==> src/rtl/fetch_ctrl_pkg.sv <==
// Shared types and constants for the instruction fetch controller.
package fetch_ctrl_pkg;

  localparam int unsigned INSTR_W = 32;
  localparam int unsigned PC_INC  = 4;

  typedef enum logic [1:0] {
    StBoot,
    StReq,
    StHold,
    StDrop
  } state_e;

endpackage

==> src/rtl/adder.sv <==
// Plain N-bit adder; carry out is dropped so results wrap modulo 2^N.
module adder #(
  parameter int unsigned N = 64
) (
  input  logic [N-1:0] a_i,
  input  logic [N-1:0] b_i,
  output logic [N-1:0] y_o
);

  assign y_o = a_i + b_i;

endmodule

==> src/rtl/fetch_ctrl.sv <==
// Instruction fetch controller: issues imem requests, buffers one instruction
// under decode stall and squashes in-flight fetches on redirect.
module fetch_ctrl
  import fetch_ctrl_pkg::*;
#(
  parameter int unsigned N = 64
) (
  input  logic               clk,
  input  logic               reset,
  input  logic               PCSrc_F,
  input  logic [N-1:0]       PCBranch_F,
  input  logic               stall_D,
  output logic               imem_req_F,
  output logic [N-1:0]       imem_addr_F,
  input  logic               imem_ack_F,
  input  logic [INSTR_W-1:0] imem_rdata_F,
  output logic               valid_D,
  output logic [INSTR_W-1:0] instr_D,
  output logic [N-1:0]       pc_D
);

  state_e               state_q, state_d;
  logic [N-1:0]         pc_q, pc_d;
  logic [N-1:0]         addr_q, addr_d;
  logic                 valid_q, valid_d;
  logic [INSTR_W-1:0]   instr_q, instr_d;
  logic [N-1:0]         pcd_q, pcd_d;
  logic [INSTR_W-1:0]   hold_instr_q, hold_instr_d;
  logic [N-1:0]         hold_pc_q, hold_pc_d;
  logic [N-1:0]         pc_inc;
  logic                 d_accept;

  adder #(
    .N (N)
  ) u_pc_adder (
    .a_i (pc_q),
    .b_i (N'(PC_INC)),
    .y_o (pc_inc)
  );

  assign d_accept = ~valid_q | ~stall_D;

  always_comb begin
    state_d      = state_q;
    pc_d         = pc_q;
    addr_d       = addr_q;
    valid_d      = valid_q;
    instr_d      = instr_q;
    pcd_d        = pcd_q;
    hold_instr_d = hold_instr_q;
    hold_pc_d    = hold_pc_q;
    imem_req_F   = 1'b0;

    // Decode consumes the current instruction; a load below re-asserts valid.
    if (d_accept) begin
      valid_d = 1'b0;
    end

    unique case (state_q)
      StBoot: begin
        state_d = StReq;
        addr_d  = pc_q;
      end
      StReq: begin
        imem_req_F = 1'b1;
        if (imem_ack_F && !PCSrc_F) begin
          pc_d = pc_inc;
          if (d_accept) begin
            valid_d = 1'b1;
            instr_d = imem_rdata_F;
            pcd_d   = addr_q;
            addr_d  = pc_inc;
          end else begin
            hold_instr_d = imem_rdata_F;
            hold_pc_d    = addr_q;
            state_d      = StHold;
          end
        end
      end
      StHold: begin
        if (d_accept) begin
          valid_d      = 1'b1;
          instr_d      = hold_instr_q;
          pcd_d        = hold_pc_q;
          hold_instr_d = '0;
          hold_pc_d    = '0;
          addr_d       = pc_q;
          state_d      = StReq;
        end
      end
      StDrop: begin
        imem_req_F = 1'b1;
        if (imem_ack_F) begin
          addr_d  = pc_q;
          state_d = StReq;
        end
      end
      default: state_d = StBoot;
    endcase

    // Redirect overrides everything above; an unacked request must still drain.
    if (PCSrc_F) begin
      pc_d         = PCBranch_F;
      valid_d      = 1'b0;
      hold_instr_d = '0;
      hold_pc_d    = '0;
      case (state_q)
        StReq: begin
          if (imem_ack_F) begin
            addr_d  = PCBranch_F;
            state_d = StReq;
          end else begin
            state_d = StDrop;
          end
        end
        StDrop: begin
          if (imem_ack_F) begin
            addr_d = PCBranch_F;
          end
        end
        default: begin
          addr_d  = PCBranch_F;
          state_d = StReq;
        end
      endcase
    end
  end

  always_ff @(posedge clk) begin
    if (reset) begin
      state_q      <= StBoot;
      pc_q         <= '0;
      addr_q       <= '0;
      valid_q      <= 1'b0;
      instr_q      <= '0;
      pcd_q        <= '0;
      hold_instr_q <= '0;
      hold_pc_q    <= '0;
    end else begin
      state_q      <= state_d;
      pc_q         <= pc_d;
      addr_q       <= addr_d;
      valid_q      <= valid_d;
      instr_q      <= instr_d;
      pcd_q        <= pcd_d;
      hold_instr_q <= hold_instr_d;
      hold_pc_q    <= hold_pc_d;
    end
  end

  assign imem_addr_F = addr_q;
  assign valid_D     = valid_q;
  assign instr_D     = instr_q;
  assign pc_D        = pcd_q;

endmodule

==> config.mk <==
export PLATFORM = sky130hd
export DESIGN_NAME = fetch_ctrl
export DESIGN_NICKNAME = d
export VERILOG_FILES = /design/src/rtl/fetch_ctrl_pkg.sv /design/src/rtl/adder.sv /design/src/rtl/fetch_ctrl.sv
export SDC_FILE = /design/constraint.sdc
export NUM_CORES = 1
export LEC_CHECK = 0
export CAP_MARGIN = 20
export CORE_UTILIZATION = 40
export CTS_BUF_LIST = sky130_fd_sc_hd__clkbuf_4 sky130_fd_sc_hd__clkbuf_8 sky130_fd_sc_hd__clkbuf_16
export DETAILED_ROUTE_END_ITERATION = 8
export GPL_TIMING_DRIVEN = 0
export PLACE_DENSITY = 0.73
export SYNTH_ARGS = -nofsm -noshare
export SYNTH_HDL_FRONTEND = slang
export SYNTH_SLANG_ARGS = --single-unit
==> constraint.sdc <==
create_clock -name clk -period 2.89 [get_ports clk]
set_input_delay 0.578 -clock clk [delete_from_list [all_inputs] [get_ports clk]]
set_output_delay 0.578 -clock clk [all_outputs]
set_load 0.005 [all_outputs]
# [Yosys cells after proc, flatten, opt, wreduce, memory -nomap -nowiden]
# Index checks and enable logic that the tools add are counted.
[totals] reg_bits=323 inputBits=101 out_inout_bits=162
[classes] bitwise_logic=3 add_sub_neg=1 mux=40 eq_ne=7 reduce_logical=11
[op_table] operator="64-bit two-way mux" n=16
[op_table] operator="64-bit one-hot mux with 2 select lines" n=2
[op_table] operator="64-bit one-hot mux with 4 select lines" n=1
[op_table] operator="32-bit two-way mux" n=6
[op_table] operator="32-bit one-hot mux with 2 select lines" n=2
[op_table] operator="64-bit by 3-bit adder with 64-bit output (second input constant)" n=1
[op_table] operator="2-bit two-way mux" n=6
[op_table] operator="2-bit inequality test (second input constant)" n=4
[op_table] operator="2-bit one-hot mux with 4 select lines" n=1
[op_table] operator="4-bit AND reduction" n=2
[op_table] operator="2-bit nonzero test" n=3
[op_table] operator="2-bit equality test (second input constant)" n=2
[op_table] operator="1-bit two-way mux" n=4
[op_table] operator="2-bit one-hot mux with 2 select lines" n=1
[op_table] operator="2-bit OR reduction" n=2
[op_table] operator="2-bit by 1-bit equality test with 1-bit output (second input constant)" n=1
[op_table] operator="2-bit logical NOT" n=1
[op_table] operator="1-bit NOT" n=2
[op_table] operator="1-bit one-hot mux with 2 select lines" n=1
[op_table] operator="2-bit AND reduction" n=1
[op_table] operator="1-bit logical AND" n=1
[op_table] operator="1-bit logical NOT" n=1
[op_table] operator="1-bit OR" n=1

# [Logic depth before layout (Yosys ltp)]
# Gate-level depths: netlist of the first run.
[depth] word_depth=8 ltp_mapped=11

# [Cells and area by module]
# A second synthesis of the first run with hierarchy kept.
[hier_totals] cells_unflattened=2204 area_unflattened_um2=18738.0
[by_module_without_submodules] module="fetch_ctrl" instances=1 area_each_um2=14815.5 cells_each=1650
[by_module_without_submodules] module="adder" instances=1 area_each_um2=3922.5 cells_each=554

# [Worst setup path before layout of the first run]
# No wires, ideal clock.
[synth_timing] path_type="input port to flip-flop" start="input stall_D" end="register addr_q[12] (netlist: imem_addr_F[12])" slack_ns=0.420 n_path_buf=4 arrival_time_ns=2.337 cell_stages=10 setup_ns=0.133 cell_sequence="and2_1 > clkbuf_1 > a22o_1 > buf_2 > or2_2 > clkbuf_1 > buf_2 > a221o_1 > o221ai_1 > a21oi_1"
[synth_between] elab_chain_len=8 elab_cells_between_ends=9 classes_between="mux (7); bitwise (2)"
[synth_rtl] item="start: declaration" line_no="fetch_ctrl.sv:12" source="input logic stall_D,"
[synth_rtl] item="1-bit NOT (*)" line_no="fetch_ctrl.sv:41" source="assign d_accept = ~valid_q | ~stall_D;"
[synth_rtl] item="1-bit OR (*)" line_no="fetch_ctrl.sv:41"
[synth_rtl] item="64-bit two-way mux" line_no="fetch_ctrl.sv:68" source="if (d_accept) begin"
[synth_rtl] item="64-bit two-way mux" line_no="fetch_ctrl.sv:66" source="if (imem_ack_F && !PCSrc_F) begin"
[synth_rtl] item="64-bit one-hot mux with 4 select lines (*)" line_no="fetch_ctrl.sv:59" source="unique case (state_q)"
[synth_rtl] item="64-bit two-way mux" line_no="fetch_ctrl.sv:109, fetch_ctrl.sv:117"
[synth_rtl] item="64-bit two-way mux"
[synth_rtl] item="64-bit two-way mux (*)" line_no="fetch_ctrl.sv:102" source="if (PCSrc_F) begin"
[synth_rtl] item="end signal: assignment" line_no="fetch_ctrl.sv:142" source="addr_q <= addr_d;"
[synth_rtl] item="end: declaration" line_no="fetch_ctrl.sv:24" source="logic [N-1:0] addr_q, addr_d;"
# Mark *: on every way between the ends. The rest lies on a longest branch, timed or not.
# A chain may end at the register's enable or synchronous reset.

# [Final worst setup path of the first run]
[layout_timing] start="register state_q[1]" end="output imem_req_F"
[layout_between] elab_chain_len=3 elab_cells_between_ends=4 classes_between="eq/ne (2); mux (1); reduce/logical (1)"
[layout_rtl] item="start: declaration" line_no="fetch_ctrl.sv:22" source="state_e state_q, state_d;"
[layout_rtl] item="start signal: assignment" line_no="fetch_ctrl.sv:131" source="state_q <= StBoot;"
[layout_rtl] item="start signal: assignment" line_no="fetch_ctrl.sv:140" source="state_q <= state_d;"
[layout_rtl] item="2-bit equality test or 2-bit by 1-bit equality test with 1-bit output (tied branches)" line_no="fetch_ctrl.sv:59"
[layout_rtl] item="2-bit OR reduction (no line) (*)"
[layout_rtl] item="1-bit two-way mux (*)" line_no="fetch_ctrl.sv:59"
[layout_rtl] item="end: declaration" line_no="fetch_ctrl.sv:13" source="output logic imem_req_F,"
# Marks and branches as above.

==> results of run 1 <==
-- placed cells by master, fill, tap and decap left out, drive strengths merged, types with 10 or more instances in the layout --
cell type and count:
a211oi 146, buf 56, clkbuf 199, nand4 32
o21a 10, a221oi 32, o21ai 57, a22oi 104
a21oi 112, and2 11, nor4 35, clkdlybuf4s50 261
a311o 17, or3 24, dfxtp 323, xor2 19
a221o 17, inv 33, nor2 329, mux2i 69
nand3 38, xnor2 51, and4 16, nor2b 33
a311oi 11, nand2 72, nor3 68
-- per-layer routing --
metal / vias up / global-route usage, %
met5: - / 0
met4: 0 / 16.08
met3: 197 / 6.079
met2: 1009 / 53.18
met1: 8323 / 45.14
li1: 7780 / -
-- state kept, by name, summed over array words and instances (netlist names) --
| name | count |
|---|---|
| instr_D | 32 |
| state_q | 2 |
| hold_pc_q | 64 |
| valid_D | 1 |
| pc_D | 64 |
| pc_q | 64 |
| hold_instr_q | 32 |
| imem_addr_F | 64 |
-- logic make-up (layout without fill, tap and decap cells) --
family / after synthesis / in the layout
AOI/OAI and AO/OA: 563 / 563
xor gates and xnor gates: 70 / 70
adders and majority gates: 5 / 5
buffers and inverters: 239 / 568
DFF: 323 / 323
muxes: 71 / 71
other: 0 / 1
and+or+nand+nor: 683 / 683
-- per-stage QoR --
stage	cell area (sq um)	power, mW	util, %	setup WS [ns]
4_1_cts	20880	12.36	53.41	-0.005751
3_5_place_dp	19300	6.840	49.37	-1.062
5_1_grt	20940	12.75	53.57	0.003095
3_3_place_gp	19300	6.815	49.37	-0.9634
2_1_floorplan	16040	5.815	-	0.4200
6_report	20940	12.40	53.57	0.05968
-- critical path, delay by kind of cell, from the launching register on --
family                     cells  cell delay (ns)
buffers and inverters          4             0.82
and+or+nand+nor                1             0.23
DFF                            1             0.38
adders and majority gates      1             0.25
-- repair_timing --
action                     4_1_cts  5_1_grt
pin swaps                        0        1
gates resized for setup         49       44
setup endpoints to repair      216      199
buffers inserted                 0        1
hold buffers                     0        0
-- where the power goes --
group          switching [mW]  internal [mW]  total, mW
Sequential              0.296           4.68       4.98
Combinational            1.05          0.809       1.86
Clock                    2.06           3.50       5.57
-- worst paths after layout --
kind	to	slack, ns	cells after the start
setup / recovery	imem_req_F	0.06	6
hold / removal	hold_instr_q[28]	0.50	2
setup reg to reg	imem_addr_F[3]	0.07	11
hold reg to reg	hold_instr_q[28]	0.50	2
-- cell type report --
class	count	area (sq um)	area share, %
buffer	205	873.3	4.170
timing repair buffer	262	2620	12.51
tap	518	648.1	3.095
inverter	31	116.4	0.5556
antenna	1	2.502	0.01195
multi-input combinational	1392	8760	41.83
sequential	323	6467	30.88
clock buffer	49	1095	5.228
clock inverter	21	360.3	1.721
==> metrics.md, run 1 <==
| Metric | Value |
|---|---|
| Outcome | finished clean |
| Worst Path Arrival | 2.25 ns |
| Clk slew on worst S/H paths | 0.06 ns |
| Post-synthesis sequential area ratio | 40.31% |
| WL met3 | 7207 um |
| Gr ovfl total | 0 |
| Top-count cell post-synth | nor2_1 |
| Metal2 WL | 31240 um |
| Mux contribution to synthesized area | 4.446% |
| Area of the core | 39100 sq um |
| Static Leak | 6.896 nW |
| Largest cells by area after synthesis | dfxtp_1 40%, nor2_1 7.7%, a211oi_1 6.8% |
| Finished Layout Cells | 2802 |
| CP Capture Type | output port |
| Combinational family with the most area after synthesis | compound AO/OA/AOI/OAI gates |
| Routed wire length | between 70000 and 80000 um |
| Antenna violations before repair | 1 |
| Skew final | approximately 0.023 ns |
| Synth top area share | 40.31% |
| CTS tree | built |
| Post-synth top area cell | dfxtp_1 |
| Max rail drop VDD | 417.0 uV |
| Count of cell types in the netlist | 66 |
| Max clock buf depth | 3 |
| Drt first pass iters | 6 |
| Hold Violations, Final | 0 |
| Die Width | around 200 um |
| Synthesized Nets | 2060 |
| RSZ-0062 raised after global routing | no |
| CP cell instances | inv_1 > ha_1 > buf_2 > nor2_4 > inv_1 > clkdlybuf4s50_1 |
| Gr usage total | about a third |
| DRT iter0 DRCs | between 2000 and 2500 |
| Hold slack | 0.4967 ns |
| Worst Setup SP | state_q[1] |
| CTS Buf Count | 38 |
| Clock latency on the worst-skew pair | 0.57 ns |
| Area delta synth->final | 30.55% |
| Nets | 2359 |
| M1 WL | 29200 um |
| Fmax | about 350 MHz |
| Initial Utilization | roughly 40% |
| EDFF count, synth | 0 |
| # setup viols final | 0 |
| Post-Synth Adder-Cell Area | 0.3900% |
| Clock sink count | 323 |
| Crit Path Class | reg2out |
| Placed Cells incl. Taps | between 2000 and 3000 |
| Die area | 40910 sq um |
| Critical path's slowest cell | clkdlybuf4s50_1 |
| Die Y | 202.3 um |
| Rel. slew slack | 34.16% |
| Antenna Violating Nets Remaining | 0 |
| Share of cells above drive strength 1 | 8.060% |
| H-tree depth | 2 |
| HP Start | hold_instr_q[28] |
| Synth Area in Simple Gates | 20.22% |
| GPL Wtd Cong | 1.011 |
| Routed vias/inst | 6.177 |
| Area fraction in compound gates after synthesis | approximately a quarter |
| CP Data Required Time | 2.31 ns |
| Vias in the first global route | roughly 17000 |
| Syn avg cell area | 8.210 sq um |
| Synth Area in XOR/XNOR | ~3.8% |
| Most common cell on crit path | inv_1 |
| # port buffers | 261 |
| Yosys Warn Count | 0 |
| CP Launch Type | register |
| Drt drc | 0 |
| Final period util | 97.94% |
| Worst slew pin tran | 0.9876 ns |
| Yosys reg bits | 323 |
| Post-synth ARST share | 0% |
| Number of fill cells | 3676 |
| Worst-path fanout max | 10 |
| Synth Flop Type | dfxtp_1 |
| IO Count | 263 |
| Cells after synthesis | 1954 |
| Root Driver | clkbuf_16 |
| Cell Pwr Density | 592.1 nW/um^2 |
| Setup Total Neg Slack | 0 ns |
| Largest net degree at the start of global routing | 14 |
| Slew Limit Fails | 0 |
| Max-cap violations | 0 |
| Commonest cells in the netlist | 329 x nor2_1, 323 x dfxtp_1, 152 x clkbuf_1 |
| WL per Instance | between 20 and 30 um |
| Rows | between 70 and 80 |
| R2r startpoint | state_q[1] |
| First-pass GRT wire length | 104900 um |
| Hold WC Path Type | reg2reg |
| DPL Wire Length | 52560 um |
| Vias | around 17000 |
| Final min period | 2.830 ns |
| Critical Path Max Stage Delay | approximately 0.44 ns |
| Top sig layer | met4 |
| Mapped Area | roughly 16000 sq um |
(Power assumes the default switching activity.)
==> run 2: changes to the inputs <==
--- a/config.mk
+++ b/config.mk
@@ -10,7 +10,9 @@
 export CTS_BUF_LIST = sky130_fd_sc_hd__clkbuf_4 sky130_fd_sc_hd__clkbuf_8 sky130_fd_sc_hd__clkbuf_16
 export DETAILED_ROUTE_END_ITERATION = 8
 export GPL_TIMING_DRIVEN = 0
-export PLACE_DENSITY = 0.73
+export PLACE_DENSITY = 0.72
+export SETUP_SLACK_MARGIN = 0.05
 export SYNTH_ARGS = -nofsm -noshare
 export SYNTH_HDL_FRONTEND = slang
+export SYNTH_HIERARCHICAL = 1
 export SYNTH_SLANG_ARGS = --single-unit
==> metrics.md, run 2 <==
| Metric | Value |
|---|---|
| CP Buf/Inv Count | 1 |
| CP Capture Type | register |
| CTS Buf Count | 37 |
| Cell Pwr Density | 567.8 nW/um^2 |
| Critical path depth in cells | 14 |
| Worst Setup SP | pc_q[2] |
| Routed vias/inst | just under 6 |
| Hold slack | 0.4484 ns |
| End of the critical path | imem_addr_F[60] |
| Count of hold-fix buffers inserted at cts | 0 |
| Worst Path Arrival | 3.45 ns |
| Placed Cells incl. Taps | roughly 3100 |
| Antenna Violating Nets Remaining | 0 |
| First-pass GRT wire length | 102000 um |
| Clock sink count | 323 |
| Fmax | 328.8 MHz |
| CP Launch Type | register |
| H-tree depth | 2 |
| Initial Utilization | between 40% and 50% |
| Outcome | complete, but fails checks |
| Overall power | 14.33 mW |
| Worst Hold Depth | 2 |
| DRT iter0 DRCs | 1641 |
| Critical Path Max Stage Delay | about 0.36 ns |
| Die Y | 218.4 um |
| Fin area | 25240 sq um |
| Drt drc | 0 |
| Static Leak | 9.105 nW |
| Share of cells above drive strength 1 | 15.11% |
| Reg-to-reg setup timing slack | -0.15 ns |
| Worst slew pin tran | 0.9594 ns |
| Reg2reg path depth | 14 |
| Count of cell types in the netlist | 90 |
| Gr usage total | 26.76% |
| CP Data Required Time | roughly 3.3 ns |
| R2R Path End | imem_addr_F[60] |
| EDFF count, synth | 0 |
| Finished Layout Cells | 3261 |
| Root Driver | clkbuf_16 |
| Max rail drop VDD | 373.2 uV |
| Gr ovfl total | 0 |
| Critical path's slowest cell | dfxtp_4 |
| Hold Violations, Final | 0 |
| Slew Limit Fails | 0 |
| Post-synthesis sequential area ratio | 34.51% |
| WL per Instance | 20.50 um |
| Largest cells by area after synthesis | dfxtp_1 35%, mux2i_1 8.6%, a21oi_1 7.3% |
| Vias | a little under 20000 |
| DPL Wire Length | 47960 um |
| Clk slew on worst S/H paths | roughly 0.06 ns |
| CP delay by family, top | compound AO/OA/AOI/OAI gates |
| GPL Wtd Cong | 0.9343 |
| Most common cell after layout, fill and taps aside | dfxtp_1 |
| Nets | 2805 |
| R2r startpoint | pc_q[2] |
| Rel. slew slack | 36.04% |
| Final setup margin | -0.1515 ns |
| Final period util | 105.2% |
| CTS tree | built |
| Yosys reg bits | 323 |
| Crit Path Class | reg2reg |
| Synth top area share | 34.51% |
| Final min period | 3.041 ns |
| Clock latency on the worst-skew pair | 0.56 ns |
| Drt first pass iters | 6 |
| Die Width | between 200 and 250 um |
| Antenna violations before repair | 0 |
| Failing checks | setup timing |
| Commonest cells in the netlist | 323 x dfxtp_1, 273 x a21oi_1, 165 x a211oi_1 |
| Die area | roughly 48000 sq um |
| Placed cell areas | 22340 sq um |
| Worst-path fanout max | 4 |
| Largest net degree at the start of global routing | 14 |
| Skew final | around 0.019 ns |
| # setup viols final | 10 |
| Cells after synthesis | about 2200 |
| Top-count cell post-synth | dfxtp_1 |
| N_diodes | 0 |
| Syn avg cell area | ~8.5 sq um |
| Number of fill cells | 4057 |
| Area of the core | 45770 sq um |
| # port buffers | 261 |
| Synth Flop Type | dfxtp_1 |
| Hold WC Path Type | reg2reg |
| Max clock buf depth | 3 |
| Mapped Area | 18740 sq um |
| Area delta synth->final | 34.71% |
| IO Count | 263 |
| Post-synth top area cell | dfxtp_1 |
| Rows | just under 80 |
| RSZ-0062 raised after global routing | yes |
| Vias in the first global route | 18693 |
| Max-cap violations | 0 |
| Post-synth ARST share | 0% |
| Most frequent cells in the layout | 286 x dfxtp_1, 265 x a21oi_1, 261 x clkdlybuf4s50_1, 162 x a211oi_1, 161 x mux2i_1 |
| CP cell instances | ha_4 > a21o_1 > a311oi_2 > o21ai_4 > o211ai_4 > a211oi_4 > o31ai_4 > buf_6 > o31ai_4 > or3b_1 > and3_4 > and4_1 > a31oi_1 > a31oi_1 |
| Yosys Warn Count | 6 |
| Routed wire length | 66840 um |
==> run 2: changes by cell type after synthesis, sizes merged, moves of 53 or more <==
| cell | previous run | this run |
|---|---|---|
| a21oi | 112 | 276 |
| and4 | 16 | 69 |
| a31oi | 9 | 139 |
| nand3 | 38 | 106 |
| mux2i | 69 | 161 |
| nor3 | 68 | 5 |
| nand2 | 72 | 155 |
| nor2 | 329 | 92 |
| o21bai | 1 | 76 |
| ha | 5 | 68 |
==> run 2: power by group <==
part	internal [mW]	switching [mW]	leakage [nW]
Combinational	2.07	2.34	5.82
Clock	2.80	1.93	0.615
Sequential	4.82	0.371	2.67
Total	9.69	4.64	9.11
==> run 2: how the worst min path moves through the flow <==
stage,end,from,slack (ns)
4_1_cts,hold_pc_q[1],hold_pc_q[1],0.45
5_1_grt,hold_instr_q[23],hold_instr_q[23],0.46
3_5_place_dp,hold_pc_q[60],hold_pc_q[60],0.44
2_1_floorplan,hold_instr_q[31],hold_instr_q[31],0.43
6_report,hold_pc_q[60],hold_pc_q[60],0.45
3_3_place_gp,hold_pc_q[0],hold_pc_q[0],0.44
==> run 2: cells by family after synthesis <==
kind of cell	synth area share, %
multiplexers	8.600
flip-flops	34.51
XOR/XNOR	2.805
other	0.04008
AND/OR/NAND/NOR	14.34
adder cells (fa/ha/maj)	4.647
AO/OA/AOI/OAI	29.32
buffers and inverters	5.736
==> run 2: layer usage <==
layer	track usage (%)	part of all wire, %	vias to the layer above	wire (um)
li1	-	-	9129	-
met1	34.36	42	9304	28350
met2	43.24	46	858	30650
met3	4.565	7.1	172	4763
met4	12.91	4.6	0	3076
met5	0	0	-	0
==> run 2: stage by stage <==
step | setup TNS [ns] | util (%) | setup WS [ns]
after global routing | -1.937 | 55.15 | -0.2553
after detailed placement | -114.68 | 48.80 | -0.7934
final | -0.7466 | 55.15 | -0.1515
after CTS | -0.1721 | 53.50 | -0.06885
after floorplan | 0 | - | 0.07644
after global placement | -109.57 | 48.80 | -0.7544
==> run 2: final cells by class <==
type / count / area, sq um / area share (%)
sequential: 323 / 6543 / 25.92
tap: 600 / 750.7 / 2.974
inverter: 22 / 86.33 / 0.3420
clock inverter: 14 / 122.6 / 0.4858
clock buffer: 51 / 1087 / 4.308
multi-input combinational: 1710 / 12480 / 49.44
timing repair buffer: 336 / 3206 / 12.70
buffer: 205 / 965.9 / 3.827
==> run 2: what timing repair did <==
| item | CTS | global route |
|---|---|---|
| gates resized for setup | 129 | 112 |
| endpoints found under the setup margin | 128 | 140 |
| endpoints found under the hold margin | 0 | 0 |
| setup buffers | 42 | 33 |
| pin swaps | 49 | 61 |
==> run 2: worst min-delay path, delay by kind of cell, from the launching register on <==
kind,cells,cell delay [ns]
flip-flops,1,0.31
AND/OR/NAND/NOR,1,0.05
AO/OA/AOI/OAI,1,0.05
